===== src/rtl/prod_accum_pkg.sv =====
// Shared types and width helpers for the product accumulator.
package prod_accum_pkg;

  typedef enum logic {
    ST_IDLE  = 1'b0,
    ST_ACCUM = 1'b1
  } state_e;

  typedef struct packed {
    logic vld;
    logic last;
  } tag_t;

  // Bits needed to hold the value v (at least one).
  function automatic int bit_width(input int v);
    return (v < 1) ? 1 : $clog2(v + 1);
  endfunction

  function automatic int max_int(input int a, input int b);
    return (a > b) ? a : b;
  endfunction

endpackage


===== src/rtl/prod_accum_tag_delay_line.sv =====
// Purpose: fixed-depth enabled shift register keeping sideband tags aligned with the multiplier pipe.
// Latency: DEPTH cycles of en_i=1.
// Backpressure: en_i=0 freezes every stage, mirroring the multiplier stall.
module tag_delay_line #(
  parameter int WIDTH = 2,
  parameter int DEPTH = 4
) (
  input  logic             clk_i,
  input  logic             reset_i,
  input  logic             en_i,
  input  logic [WIDTH-1:0] d_i,
  output logic [WIDTH-1:0] q_o
);

  logic [WIDTH-1:0] stage_q [DEPTH];
  logic [WIDTH-1:0] stage_d [DEPTH];

  always_comb begin
    for (int i = 0; i < DEPTH; i++) begin
      stage_d[i] = stage_q[i];
    end
    if (en_i) begin
      stage_d[0] = d_i;
      for (int i = 1; i < DEPTH; i++) begin
        stage_d[i] = stage_q[i-1];
      end
    end
  end

  always_ff @(posedge clk_i) begin
    if (reset_i) begin
      for (int i = 0; i < DEPTH; i++) begin
        stage_q[i] <= '0;
      end
    end else begin
      for (int i = 0; i < DEPTH; i++) begin
        stage_q[i] <= stage_d[i];
      end
    end
  end

  assign q_o = stage_q[DEPTH-1];

endmodule


===== src/rtl/prod_accum.sv =====
// Purpose: accumulate multiplier products into groups, round/shift each sum (clamp under PROD_ACCUM_SAT_EN).
// Latency: out_valid_o rises MUL_LATENCY+1 cycles after the closing operands enter the multiplier.
// Backpressure: stall_o = out_valid_o & ~out_ready_i freezes multiplier, tag line, accumulator and output.
module prod_accum
  import prod_accum_pkg::*;
#(
  parameter int P_WIDTH     = 20,
  parameter int MUL_LATENCY = 4,
  parameter int ACC_LEN     = 16,
  parameter int SHIFT       = 4,
  parameter int OUT_WIDTH   = 16,
  localparam int CW         = bit_width(ACC_LEN)
) (
  input  logic                 clk_i,
  input  logic                 reset_i,
  input  logic                 in_valid_i,
  input  logic                 in_last_i,
  input  logic [P_WIDTH-1:0]   data_p_i,
  output logic                 stall_o,
  output logic                 out_valid_o,
  input  logic                 out_ready_i,
  output logic [OUT_WIDTH-1:0] data_o,
  output logic                 sat_o,
  output logic [CW-1:0]        count_o
);

  localparam int ACC_WIDTH = P_WIDTH + CW;
  localparam int RND_SH    = (SHIFT > 0) ? SHIFT - 1 : 0;
  localparam logic [ACC_WIDTH:0] RND =
    (SHIFT > 0) ? ((ACC_WIDTH+1)'(1) << RND_SH) : (ACC_WIDTH+1)'(0);

  tag_t tag_in, tag_al;
  logic stall, fire, close;

  state_e               state_q, state_d;
  logic [ACC_WIDTH-1:0] acc_q, acc_d, sum;
  logic [CW-1:0]        count_q, count_d, count_inc;
  logic                 out_valid_q, out_valid_d;
  logic [OUT_WIDTH-1:0] data_q, data_d, res_dat;
  logic                 sat_q, sat_d, res_sat;
  logic [CW-1:0]        cnt_out_q, cnt_out_d;
  logic [ACC_WIDTH:0]   rounded;

  // A last flag only matters when it rides on a valid operand pair.
  always_comb begin
    tag_in      = '0;
    tag_in.vld  = in_valid_i;
    tag_in.last = in_valid_i & in_last_i;
  end

  tag_delay_line #(
    .WIDTH ($bits(tag_t)),
    .DEPTH (MUL_LATENCY)
  ) u_tag_delay (
    .clk_i   (clk_i),
    .reset_i (reset_i),
    .en_i    (~stall),
    .d_i     (tag_in),
    .q_o     (tag_al)
  );

  assign stall     = out_valid_q & ~out_ready_i;
  assign fire      = tag_al.vld & ~stall;
  assign count_inc = count_q + CW'(1);
  assign close     = tag_al.last | (count_inc == CW'(ACC_LEN));

  always_comb begin
    sum     = ((state_q == ST_IDLE) ? '0 : acc_q) + ACC_WIDTH'(data_p_i);
    rounded = ({1'b0, sum} + RND) >> SHIFT;
  end

`ifdef PROD_ACCUM_SAT_EN
  localparam int RW = max_int(ACC_WIDTH + 1, OUT_WIDTH + 1);
  logic [RW-1:0] r_ext;

  always_comb begin
    r_ext   = RW'(rounded);
    res_sat = (r_ext > RW'({OUT_WIDTH{1'b1}}));
    res_dat = res_sat ? '1 : OUT_WIDTH'(r_ext);
  end
`else
  assign res_sat = 1'b0;
  assign res_dat = OUT_WIDTH'(rounded);
`endif

  always_comb begin
    state_d     = state_q;
    acc_d       = acc_q;
    count_d     = count_q;
    out_valid_d = out_valid_q;
    data_d      = data_q;
    sat_d       = sat_q;
    cnt_out_d   = cnt_out_q;

    if (out_valid_q & out_ready_i) begin
      out_valid_d = 1'b0;
    end

    // A closing group in a transfer cycle reloads the register back-to-back.
    if (fire) begin
      if (close) begin
        out_valid_d = 1'b1;
        data_d      = res_dat;
        sat_d       = res_sat;
        cnt_out_d   = count_inc;
        acc_d       = '0;
        count_d     = '0;
        state_d     = ST_IDLE;
      end else begin
        acc_d   = sum;
        count_d = count_inc;
        state_d = ST_ACCUM;
      end
    end
  end

  always_ff @(posedge clk_i) begin
    if (reset_i) begin
      state_q     <= ST_IDLE;
      acc_q       <= '0;
      count_q     <= '0;
      out_valid_q <= 1'b0;
      data_q      <= '0;
      sat_q       <= 1'b0;
      cnt_out_q   <= '0;
    end else begin
      state_q     <= state_d;
      acc_q       <= acc_d;
      count_q     <= count_d;
      out_valid_q <= out_valid_d;
      data_q      <= data_d;
      sat_q       <= sat_d;
      cnt_out_q   <= cnt_out_d;
    end
  end

  assign stall_o     = stall;
  assign out_valid_o = out_valid_q;
  assign data_o      = data_q;
  assign sat_o       = sat_q;
  assign count_o     = cnt_out_q;

endmodule


===== config.mk =====
export PLATFORM = sky130hd
export DESIGN_NAME = prod_accum
export DESIGN_NICKNAME = d
export VERILOG_FILES = /design/src/rtl/prod_accum_pkg.sv /design/src/rtl/prod_accum_tag_delay_line.sv /design/src/rtl/prod_accum.sv
export SDC_FILE = /design/constraint.sdc
export NUM_CORES = 1
export LEC_CHECK = 0
export CORE_ASPECT_RATIO = 0.7
export CORE_MARGIN = 10
export CORE_UTILIZATION = 60
export CTS_CLUSTER_SIZE = 12
export DETAILED_ROUTE_END_ITERATION = 12
export PLACE_DENSITY = 0.86
export SKIP_LAST_GASP = 1
export SYNTH_ARGS = -nofsm -noshare
export SYNTH_HDL_FRONTEND = slang
export SYNTH_SLANG_ARGS = --single-unit

===== constraint.sdc =====
create_clock -name clk_i -period 7.2 [get_ports clk_i]
set_input_delay 1.8 -clock clk_i [delete_from_list [all_inputs] [get_ports clk_i]]
set_output_delay 1.8 -clock clk_i [all_outputs]
set_load 0.05 [all_outputs]

==> results of run 1 <==
[where the power goes]
part | total (W) | leakage, nW | switching (W) | internal [W]
clock network | 0.000183 | 0.0463 | 0.000111 | 0.0000717
logic | 0.0000724 | 1.09 | 0.0000405 | 0.0000319
registers | 0.000315 | 0.452 | 0.00000232 | 0.000313
total | 0.000570 | 1.59 | 0.000154 | 0.000416
[through the flow]
stage                     setup WS (ps)  area (sq um)  util (%)  hold WS [ps]
after floorplan                    2310          3750         -           427
after global placement             1670          4180      67.9           435
after detailed placement           1560          4180      67.9           444
after CTS                          1670          4280      69.5           457
after global routing               1530          4280      69.5           474
final                              1670          4280      69.5           454
[worst max-delay path, cell delays in order]
cell and delay, ps:
clkdlybuf4s50_1 450, nand2b_1 340, clkinv_1 340, clkdlybuf4s50_1 790
[placed cells by master, fill, tap and decap left out, types with 12 or more instances in the layout]
cell type        synthesis  final
nor2_1                  45     44
ha_1                    22     22
xnor2_1                 16     16
nand2_1                 56     56
dfxtp_1                 56     56
and2_1                  21     21
clkdlybuf4s50_1          0     46
a211oi_1                12     12
nand3_1                 22     22
a21oi_1                 49     49
[path summary, 6_finish.rpt]
| kind | from | to | slack, ps | cells after the start |
|---|---|---|---|---|
| worst max-delay path | out_ready_i | stall_o | 1670 | 4 |
| worst min-delay path | acc_q[0] | acc_q[0] | 450 | 2 |
| worst max register to register | state_q | data_o[14] | 2760 | 13 |
| worst min register to register | acc_q[0] | acc_q[0] | 450 | 2 |
[cells by family (layout without fill, tap and decap cells)]
family                   after synthesis  in the layout  share of synthesized area (%)
XOR/XNOR                              25             25                           5.83
AO/OA/AOI/OAI                        123            123                           23.6
flip-flops                            56             56                           29.9
adder cells (fa/ha/maj)               23             23                           7.86
buffers and inverters                 37             67                           5.20
multiplexers                           1              1                          0.267
other                                  1              1                         0.0999
AND/OR/NAND/NOR                      201            201                           27.3
[registers in the layout, indices dropped and copies added, names as in the netlist]
name,flops
acc_q,20
data_o,16
u_tag_delay.stage_q,8
count_o,5
count_q,5
out_valid_o,1
state_q,1
[final cells by class]
class	instances	share of cell area, %
sequential	56	26.2
clock inverter	3	0.643
timing repair buffer	50	11.4
multi-input combinational	374	57.1
inverter	9	0.790
clock buffer	5	1.61
tap	78	2.28
[routing by layer]
metal,track usage (%),vias up,routed length (um),part of all wire [%]
li1,-,1727,-,-
met2,31.5,119,4430,47
met3,3.59,19,545,5.7
met1,24.3,1621,4350,46
met4,4.65,0,163,1.7
met5,0,-,0,0
[Yosys cell counts, types with 7 or more instances]
cell type  number
dfxtp_1        56
xnor2_1        16
nand3_1        22
inv_1           8
a22oi_1         7
nor2_1         45
ha_1           22
nor3_1          8
clkbuf_1       16
o21ai_0        10
a21oi_1        49
a211oi_1       12
and2_1         21
a21o_1          7
nand2_1        56
xor2_1          9
==> impl_metrics.json, run 1 <==
{
  "setup_violations": 0,
  "die_x_um": 115,
  "grtUsageTotal_pct": 18.8,
  "async_reset_ff_share_pct": 0,
  "setup-tns-final_ps": 0,
  "synth_edf_count": 0,
  "maxCapViolations": 0,
  "crit_path_max_fanout": 12,
  "fillers": 515,
  "final_cells": 575,
  "fin_crit_ps": 5530,
  "die_y_um": 86.2,
  "num_rows": 24,
  "drt-initial-drc-count": 250,
  "max_freq_mhz": 181,
  "slew_violations": 0,
  "drc_errors": 0,
  "power_density_nw_per_um2": 133,
  "ios": 49,
  "slew_headroom_pct": 22.6,
  "clk-insertion-delay-late_ps": 320,
  "nets": 544,
  "first_pass_iters": 6,
  "hold_viol": 0,
  "place.gp.congestion": 0.921,
  "ant_nets": 0,
  "multi_input_area_sq_um": 2440,
  "yosysSeqAreaShare_pct": 29.9,
  "skew_ps": 7.57,
  "synth_cell_types": 77,
  "syn2layout_area_growth_pct": 13.9,
  "synth_cells": 467,
  "postCtsHoldBufs": 0,
  "critical_path_class": "in2out",
  "dp_cells": 567,
  "syn_nets": 515,
  "yosys-top-cells-area": "dfxtp_1, ha_1, a21oi_1, nand2_1, nor2_1",
  "root_buffer": "clkbuf_8",
  "synth.avg_cell_area_sq_um": 8.04,
  "clk_path_buf_depth": 2,
  "wl_um": 9490,
  "synth_top_cell_by_area": "dfxtp_1",
  "num_vias": 3486,
  "grt_pass1_wl_um": 15700,
  "cts_resized": 0,
  "cp-start-kind": "input port",
  "synth_top_area_share_pct": 29.9,
  "wl_per_cell_um": 16.5,
  "initial_core_util_pct": 61.0,
  "p_leak_nw": 1.59,
  "antenna_found_initial": 0,
  "min-delay-path-class": "reg2reg",
  "cts_setup_buffers": 0,
  "portBuffers": 47,
  "dieArea_sq_um": 9870,
  "syn_area_sq_um": 3750,
  "end_kind": "output pin",
  "path_clk_slew_ps": 100,
  "cts.sinks": 56,
  "worstPathRequired_ps": 5400,
  "viasPerCell": 6.06,
  "vdd_drop_max_mv": 0.0769,
  "arrival_ps": 3730,
  "power_w": 0.000570,
  "grt_pass1_vias": 3324,
  "tightest_slew_ps": 1160,
  "min_period_over_period_pct": 76.8,
  "yosysWarnings": 0,
  "overflow": 0,
  "synth_flop_cell": "dfxtp_1",
  "seqCellArea_sq_um": 1120,
  "drive_gt1_share_pct": 7.85,
  "outcome": "finished clean",
  "diodes": 0,
  "grt_max_degree": 58,
  "place_hpwl_um": 7150,
  "cts_tree": "built",
  "cts_made_buffers": 5,
  "design.core.area_sq_um": 6160,
  "rsz0062_at_grt": "false",
  "cts_max_level": 2,
  "synth_seq_cells": 56
}
(Power assumes the default switching activity.)
==> run 2, diff against run 1 <==
CORE_UTILIZATION = 56   (was 60)
PLACE_DENSITY = 0.81   (was 0.86)
clock period = 5.7 ns   (was 7.2 ns; I/O delays follow)
==> run 2 against run 1 <==
  * Clock power up 29%
  * Combinational power is 30% higher
  * Design area grew 1.1%
  * Sequential power is 26% higher
  * Largest cell class unchanged
  * Largest power group unchanged
  * Highest routed layer unchanged
==> impl_metrics.json, run 2 (synthesis results as in run 1) <==
{
  "outcome": "finished clean",
  "vdd_drop_max_mv": 0.148,
  "reg2reg_depth": 14,
  "wl_per_cell_um": 16.4,
  "drc_errors": 0,
  "diodes": 0,
  "antenna_found_initial": 0,
  "cts_tree": "built",
  "wl_um": 9730,
  "dp_cells": 584,
  "worstPathRequired_ps": 5930,
  "root_buffer": "clkbuf_8",
  "die_x_um": 118,
  "fillers": 545,
  "grtUsageTotal_pct": 18.2,
  "place.gp.congestion": 0.893,
  "cts_setup_buffers": 0,
  "postCtsHoldBufs": 0,
  "slew_headroom_pct": 23.3,
  "initial_core_util_pct": 59.0,
  "cts_max_level": 2,
  "critical_path_class": "in2reg",
  "design.core.area_sq_um": 6370,
  "grt_pass1_vias": 3275,
  "tightest_slew_ps": 1150,
  "timing.rr.start": "state_q",
  "rsz0062_at_grt": "false",
  "maxCapViolations": 0,
  "drive_gt1_share_pct": 8.58,
  "end_kind": "flop",
  "nets": 548,
  "syn2layout_area_growth_pct": 15.2,
  "arrival_ps": 5240,
  "skew_ps": 7.18,
  "cts_made_buffers": 5,
  "num_rows": 24,
  "power_density_nw_per_um2": 168,
  "num_vias": 3435,
  "slew_violations": 0,
  "setup-tns-final_ps": 0,
  "min-delay-path-class": "reg2reg",
  "fin_crit_ps": 5010,
  "p_leak_nw": 1.61,
  "clk_path_buf_depth": 2,
  "dieArea_sq_um": 10400,
  "final_cell_mix": "nand2_1, dfxtp_1, a21oi_1",
  "ios": 49,
  "ant_nets": 0,
  "hold_viol": 0,
  "drt-initial-drc-count": 280,
  "max_freq_mhz": 199,
  "top_register": "acc_q",
  "min_period_over_period_pct": 88.0,
  "grt_pass1_wl_um": 16100,
  "first_pass_iters": 4,
  "portBuffers": 47,
  "whs_path_depth": 2,
  "crit_path_max_fanout": 7,
  "setup_violations": 0,
  "clk-insertion-delay-late_ps": 320,
  "grt_max_degree": 58,
  "path_clk_slew_ps": 110,
  "hold_start": "acc_q[2]",
  "die_y_um": 88.5,
  "seqCellArea_sq_um": 1120,
  "cp-start-kind": "input port",
  "cts_resized": 0,
  "reg2reg_to": "data_o[14]",
  "overflow": 0,
  "place_hpwl_um": 7250,
  "crit_path_start": "data_p_i[0]",
  "reg2reg_slack_ps": 1400,
  "fin_util_pct": 67.9,
  "multi_input_area_sq_um": 2440,
  "finalInstanceArea_sq_um": 4320,
  "worst_hold_path.endpoint": "acc_q[2]",
  "viasPerCell": 5.80,
  "final_cells": 592,
  "cts.sinks": 56,
  "largest_reg_flops": 20,
  "placed_area_sq_um": 4230
}
-- run 2: changes by cell type in the layout (fill, tap and decap cells not counted) --
cell and delta:
buf_4 +4
-- run 2: layout make-up --
type | count | share of cell area (%)
repair buffers | 54 | 12.0
clock inverters | 3 | 0.637
inverters | 9 | 0.781
well taps | 91 | 2.63
multi-input cells | 374 | 56.5
clock buffers | 5 | 1.59
flip-flops and latches | 56 | 25.9
-- run 2: worst max-delay path by stage --
stage	slack, ps	end
after CTS	740	data_o[14]
after global routing	520	data_o[14]
final	690	data_o[14]
after detailed placement	420	data_o[14]
after floorplan	1180	data_o[14]
after global placement	560	data_o[14]
-- run 2: report_power, final --
part	switching [W]	leakage, nW	internal, W
registers	0.00000248	0.452	0.000395
logic	0.0000528	1.11	0.0000415
clock network	0.000146	0.0463	0.0000906
total	0.000201	1.61	0.000527
-- run 2: critical path, stage by stage --
cell	delay, ps
clkdlybuf4s50_1	460
ha_1	160
inv_1	50
fa_1	390
and2b_1	240
o2111ai_2	240
a21o_2	300
a211oi_2	280
and2_1	230
nand4_2	180
or4b_4	590
or4_1	410
a311oi_1	280
-- run 2: metal layers --
layer	vias up	wire [um]	GRT usage, %
met4	0	77	3.13
met3	11	487	4.26
met1	1606	4610	23.6
met2	89	4560	30.7
li1	1729	-	-
met5	-	0	0
-- run 2: per-stage QoR --
| step | total power [W] | worst slack [ps] | hold WS (ps) |
|---|---|---|---|
| floorplan | 0.000469 | 1180 | 427 |
| global placement | 0.000496 | 557 | 435 |
| detailed placement | 0.000499 | 423 | 444 |
| CTS | 0.000728 | 738 | 460 |
| global route | 0.000755 | 522 | 471 |
| finish | 0.000728 | 685 | 456 |
